==> config.mk <==
export PLATFORM = sky130hd
export DESIGN_NAME = ascon_init_loader
export DESIGN_NICKNAME = d
export VERILOG_FILES = /design/src/rtl/ascon_init_loader.sv
export SDC_FILE = /design/constraint.sdc
export NUM_CORES = 1
export LEC_CHECK = 0
export ABC_AREA = 1
export ABC_CLOCK_PERIOD_IN_PS = 2800
export CORE_AREA = 3 3 390 392
export DETAILED_ROUTE_END_ITERATION = 6
export DIE_AREA = 0 0 393 395
export GPL_TIMING_DRIVEN = 0
export MAX_ROUTING_LAYER = met4
export PLACE_DENSITY = 0.5
export SYNTH_ARGS = -nofsm -noshare
export SYNTH_HDL_FRONTEND = slang
export SYNTH_SLANG_ARGS = --single-unit
==> constraint.sdc <==
create_clock -name clk -period 2.8 [get_ports clk]
set_clock_uncertainty 0.2 [all_clocks]
set_input_delay 0.42 -clock clk [delete_from_list [all_inputs] [get_ports clk]]
set_output_delay 0.42 -clock clk [all_outputs]
set_load 0.05 [all_outputs]
==> src/rtl/ascon_init_loader.sv <==
// Ascon-128 initialisation loader: collects key/nonce words, starts the init
// permutation, then XORs the key into the permuted state for downstream.
module ascon_init_loader #(
  parameter logic [63:0] IV = 64'h80400C0600000000
) (
  input  logic            clk,
  input  logic            rst_n,
  input  logic            clear_i,
  input  logic            key_reuse_i,
  input  logic            in_valid_i,
  input  logic [31:0]     in_data_i,
  output logic            in_ready_o,
  output logic            perm_start_o,
  output logic [4:0][63:0] perm_state_o,
  input  logic            perm_busy_i,
  input  logic [4:0][63:0] perm_state_i,
  output logic            out_valid_o,
  input  logic            out_ready_i,
  output logic [4:0][63:0] out_state_o,
  output logic            key_loaded_o
);

  typedef enum logic [1:0] {LOAD, START, WAIT, OUT} state_t;

  state_t          state_reg;
  logic [2:0]      idx_reg;
  logic [127:0]    key_reg;
  logic [127:0]    nonce_reg;
  logic            key_loaded_reg;
  logic [4:0][63:0] out_state_reg;

  logic accept;
  logic reuse_hit;

  assign accept    = (state_reg == LOAD) && in_valid_i;
  // A reused key lets the first accepted word land directly in nonce slot 4.
  assign reuse_hit = (idx_reg == 3'd0) && key_reuse_i && key_loaded_reg;

  always_ff @(posedge clk or negedge rst_n) begin
    if (!rst_n) begin
      state_reg      <= LOAD;
      idx_reg        <= 3'd0;
      key_reg        <= '0;
      nonce_reg      <= '0;
      key_loaded_reg <= 1'b0;
      out_state_reg  <= '0;
    end else if (clear_i) begin
      state_reg      <= LOAD;
      idx_reg        <= 3'd0;
      key_loaded_reg <= 1'b0;
    end else begin
      case (state_reg)
        LOAD: begin
          if (accept) begin
            if (reuse_hit) begin
              nonce_reg[127:96] <= in_data_i;
              idx_reg           <= 3'd5;
            end else begin
              // Word order is most-significant first, so slot offset is 3-idx.
              if (!idx_reg[2])
                key_reg[{~idx_reg[1:0], 5'd0} +: 32] <= in_data_i;
              else
                nonce_reg[{~idx_reg[1:0], 5'd0} +: 32] <= in_data_i;
              if (idx_reg == 3'd3)
                key_loaded_reg <= 1'b1;
              if (idx_reg == 3'd7) begin
                state_reg <= START;
                idx_reg   <= 3'd0;
              end else begin
                idx_reg <= idx_reg + 3'd1;
              end
            end
          end
        end
        START: state_reg <= WAIT;
        WAIT: begin
          if (!perm_busy_i) begin
            out_state_reg[4] <= perm_state_i[4];
            out_state_reg[3] <= perm_state_i[3];
            out_state_reg[2] <= perm_state_i[2];
            out_state_reg[1] <= perm_state_i[1] ^ key_reg[127:64];
            out_state_reg[0] <= perm_state_i[0] ^ key_reg[63:0];
            state_reg        <= OUT;
          end
        end
        OUT: begin
          if (out_ready_i)
            state_reg <= LOAD;
        end
        default: state_reg <= LOAD;
      endcase
    end
  end

  assign in_ready_o   = (state_reg == LOAD);
  assign perm_start_o = (state_reg == START);
  assign out_valid_o  = (state_reg == OUT);
  assign perm_state_o = {IV, key_reg, nonce_reg};
  assign out_state_o  = out_state_reg;
  assign key_loaded_o = key_loaded_reg;

endmodule

Word-level counts from Yosys, hierarchy flattened
Cells that the tools add are included.
{ "word_totals": {"regBits": 582, "out_inout_bits": 644, "word_cells": 70} }
{ "op_classes": {"reduce_logical": 16, "n_mux": 21, "n_bitwise": 7, "add_sub_neg": 2, "shifts": 2, "n_eq_ne": 11} }
{ "op_table": {"columns": ["cell", "n"], "rows": [
  ["128-bit bitwise mux", 2],
  ["128-bit 2-to-1 mux", 1],
  ["32-bit by 9-bit variable shift with 128-bit output (first input constant)", 1],
  ["32-bit by 9-bit indexed part select with 128-bit output", 1],
  ["64-bit XOR", 2],
  ["32-bit 2-to-1 mux", 1],
  ["3-bit 2-to-1 mux", 5],
  ["5-bit AND reduction", 3],
  ["2-bit 2-to-1 mux", 6],
  ["3-bit by 2-bit inequality test with 1-bit output (second input constant)", 3],
  ["7-bit negator with 9-bit output", 1],
  ["2-bit case mux with 4 select lines", 1],
  ["4-bit AND reduction", 2],
  ["2-bit nonzero test", 4],
  ["3-bit inequality test (second input constant)", 2],
  ["1-bit 2-to-1 mux", 5],
  ["2-bit equality test (second input constant)", 2],
  ["1-bit inverter", 4],
  ["3-bit by 1-bit adder with 3-bit output (second input constant)", 1],
  ["3-bit by 2-bit equality test with 1-bit output (second input constant)", 1],
  ["3-bit equality test (second input constant)", 1],
  ["1-bit logical AND", 3],
  ["3-bit logical NOT", 1],
  ["3-bit AND reduction", 1],
  ["other kinds (5)", 5]
]} }

Logic depth before layout (Yosys ltp)
{ "depth": {"depth_word": 7, "mapped_depth": 14, "ltp_nobuf": 10} }

Worst setup path after synthesis
No wires, ideal clock.
{ "synth_path": {"path_type": "reg2reg", "startpoint": "register idx_reg[0]", "endpoint": "register nonce_reg[100]", "stages_incl_launch_ff": 14, "arrival_ns": 1.941, "synth_period_minus_slack_ns": 2.261, "slack_ns": 0.539, "path_cell_list": "dfrtp_1 buf_2 clkinv_1 buf_2 ha_1 buf_4 inv_1 nor2_1 nand2_2 buf_4 clkbuf_1 o21ai_0 nand2_1 nand2_1"} }
{ "synth_via": {"elab_chain_len": 6, "elab_cells_between_ends": 12, "classes_between": "add/sub (1); shift (2); mux (3); bitwise (1); reduce/logical (5)"} }
{ "synth_rtl": {"columns": ["element", "line_no", "rtl"], "rows": [
  ["from (decl)", "26", "logic [2:0] idx_reg;"],
  ["from (signal assigned)", "70", "idx_reg <= idx_reg + 3'd1;"],
  ["2-bit inverter", "63", "nonce_reg[{~idx_reg[1:0], 5'd0} +: 32] <= in_data_i;"],
  ["7-bit negator with 9-bit output", "63", null],
  ["32-bit by 9-bit indexed part select with 128-bit output / 32-bit by 9-bit variable shift with 128-bit output (equally long branches)", "63", null],
  ["128-bit bitwise mux", "63", null],
  ["128-bit 2-to-1 mux", "60", "if (!idx_reg[2])"],
  ["32-bit 2-to-1 mux", "55", "if (reuse_hit) begin"],
  ["to (signal assigned)", "56", "nonce_reg[127:96] <= in_data_i;"],
  ["to (signal, indexed assignment)", "63", null],
  ["to (decl)", "28", "logic [127:0] nonce_reg;"]
]} }
Several ways; a longest one is shown, not always the timed one. The select of a mux whose other input is x is not followed.
A chain may end at the register's enable or synchronous reset.

Worst setup path in the final report
{ "layout_path": {"startpoint": "register key_reg[120]", "endpoint": "output perm_state_o[248] (netlist name)"} }
{ "layout_lines": {"columns": ["element", "line_no", "rtl"], "rows": [
  ["from (decl)", "27", "logic [127:0] key_reg;"],
  ["from (signal, indexed assignment)", "61", "key_reg[{~idx_reg[1:0], 5'd0} +: 32] <= in_data_i;"],
  ["to (decl)", "14", "output logic [4:0][63:0] perm_state_o,"]
]} }
No word-level cell between the ends.

==> out/results.tsv <==
metric	value	unit
leakage	18.9	nW
fmax	0.371	GHz
endpoint	perm_state_o[248]	
final_cell_mix	nand2_1, clkdlybuf4s50_1, dfrtp_1, o21ai_0	
largest_reg_flops	320	
gp_congestion	0.931	
syn_inst	2932	
chipHeight	395	um
fillers	16200	
crit_chain	clkdlybuf4s50_1	
ys_seq_area_frac	0.573	
via_per_inst	4.00	
post-place-cells	5881	
finalHoldViolations	0	
r2r_slack	130	ps
yosys_warnings	0	
drt-initial-drc-count	1271	
seqCellArea	0.0146	mm2
final_nets	4389	
clockBufferDepth	3	
die_w	393	um
setup_viol	0	
p_int	0.0248	W
stdcell_count	6034	
ios	1003	
worst_pin_slew	1080	ps
drc	0	
crit_arrival	2070	ps
final_common_cell	nand2_1	
dieArea	0.155	mm2
path_class	reg -> out	
rsz0062_at_grt	false	
cts-buffers-inserted	78	
powerDensity	1190	mW/mm2
worstSetupEndpointType	primary output	
crit_start	key_reg[120]	
path_max_fanout	3	
tns	0	ps
clk-insertion-delay-late	670	ps
vias	24100	
drt-pass1-iter-count	5	
track_usage	0.187	
swShare	0.488	
reg2reg_from	idx_reg[0]	
finalCritPeriodShare	0.962	
relSlewSlack	0.286	
htree_levels	3	
critical_path_depth	1	
r2r_end	key_reg[117]	
row_count	142	
grt_pass1_wl	197000	um
syn_avg_cell_area	8.66	um2
post-place-ws	-1280	ps
cp.required	2180	ps
post_drt_wl_per_cell	24.2	um
area_growth	59.6	%
clk_pin_slew	60	ps
period_needed	2690	ps
start_util	0.170	
crit_buf_inv	1	
port_buffers	938	
drv_cap	0	
routed_wl	146000	um
hp-class	in -> reg	
cp_slowest_stage_delay	880	ps
final_layout_size_suffix_gt1_frac	0.0906	
p_comb_frac	0.497	
synth_cell_type_count	27	
start_kind	register	
dp_hpwl	119000	um
multiInputGateArea	0.00943	mm2
seq_power_share	0.284	
r2r_cells	11	
power	0.0484	W
slowest_stage	clkdlybuf4s50_1	
p_switching	0.0236	W
status	complete, no violations	
ys_ff_latch	582	
core_area	0.149	mm2
peakVddDrop	0.624	mV
antenna_left	0	
cp_top_family	buffers and inverters	
cts_tree	built	
grt_pass1_vias	24200	
cts_sinks	582	
grt_antenna_before_repair	25	
p_clk_frac	0.219	
grt_start_max_net_pins	116	
grt-ovfl-total	0	
fin_ws	105	ps
netlist_area	0.0254	mm2
slew_viol_final	0	
clockRootBuffer	clkbuf_16	
## power by group through the flow
stage,Clock [W],Sequential [W],Combinational [W]
CTS,0.0109,0.0139,0.0243
floorplan,0,0.0228,0.00457
detailed placement,0,0.0139,0.0242
global route,0.0112,0.0141,0.0254
global placement,0,0.0139,0.0242
finish,0.0106,0.0138,0.0240
## cell usage after synthesis
cell type  instances  share of area
nand2_1         1298           0.19
dfrtp_1          582           0.57
o21ai_0          281          0.055
nor2_1           135          0.020
nand4_1          128          0.032
xnor2_1          128          0.044
buf_4             86          0.025
buf_2             80          0.016
inv_1             80          0.012
clkbuf_1          66         0.0098
o21ai_1           12         0.0024
buf_6             11         0.0049
ha_1              11         0.0054
nand3_1            8         0.0016
clkbuf_2           6         0.0012
nand2_2            4        0.00099
nor2_2             3        0.00074
buf_1              2        0.00030
conb_1             2        0.00030
inv_2              2        0.00030
a22o_1             1        0.00034
clkinv_1           1        0.00015
nand2_4            1        0.00044
nand3_2            1        0.00039
nor2_8             1        0.00079
nor3_1             1        0.00020
nor3_4             1        0.00064
## timing repair
item                                    in CTS  in global routing
setup buffers                                3                  0
endpoints found under the hold margin       77                  0
pin swaps                                    1                  0
hold buffers                                 1                  0
endpoints found under the setup margin     606                160
gates resized for setup                     86                 17
gates cloned                                 0                  1
## cell type report
class,count,area share
Sequential cell,582,0.359
Timing Repair Buffer,948,0.236
Multi-Input combinational cell,2078,0.233
Tap cell,1944,0.0600
Clock buffer,104,0.0535
Buffer,248,0.0374
Clock inverter,31,0.0119
Inverter,83,0.00790
Antenna cell,16,0.000988
## metrics by stage
step | area (um2) | util | hold slack (ps)
finish | 40500 | 0.272 | 88.6
detailed placement | 37600 | 0.252 | 212
global route | 40500 | 0.271 | 42.1
global placement | 37500 | 0.251 | 261
floorplan | 25600 | - | -75.6
CTS | 40400 | 0.271 | 13.3
## worst min-delay path by stage
stage,startpoint,cells past startpoint,slack [ps],endpoint
finish,perm_state_i[150],3,90,out_state_o[150]
global route,perm_state_i[131],3,40,out_state_o[131]
CTS,perm_state_i[150],3,10,out_state_o[150]
detailed placement,rst_n,1,210,out_state_o[112]
global placement,out_state_o[218],2,260,out_state_o[218]
floorplan,rst_n,0,-80,idx_reg[0]
## cell families after synthesis
group,after synthesis,share of synthesized area
buffers and inverters,334,0.0696
XOR/XNOR,128,0.0441
AO/OA/AOI/OAI,294,0.0581
AND/OR/NAND/NOR,1581,0.249
other,2,0.000296
flip-flops,582,0.573
adder cells (fa/ha/maj),11,0.00542
## per-layer routing
layer  track usage  part of all wire  wire, um  vias to the layer above
met5             -                 0         0                        -
li1              -                 -         -                    11400
met2         0.328              0.51     74600                      846
met1         0.202              0.38     55300                    11700
met3        0.0610             0.083     12100                      169
met4        0.0476             0.026      3800                        0
Note: power is estimated with default switching activity, not from simulation.
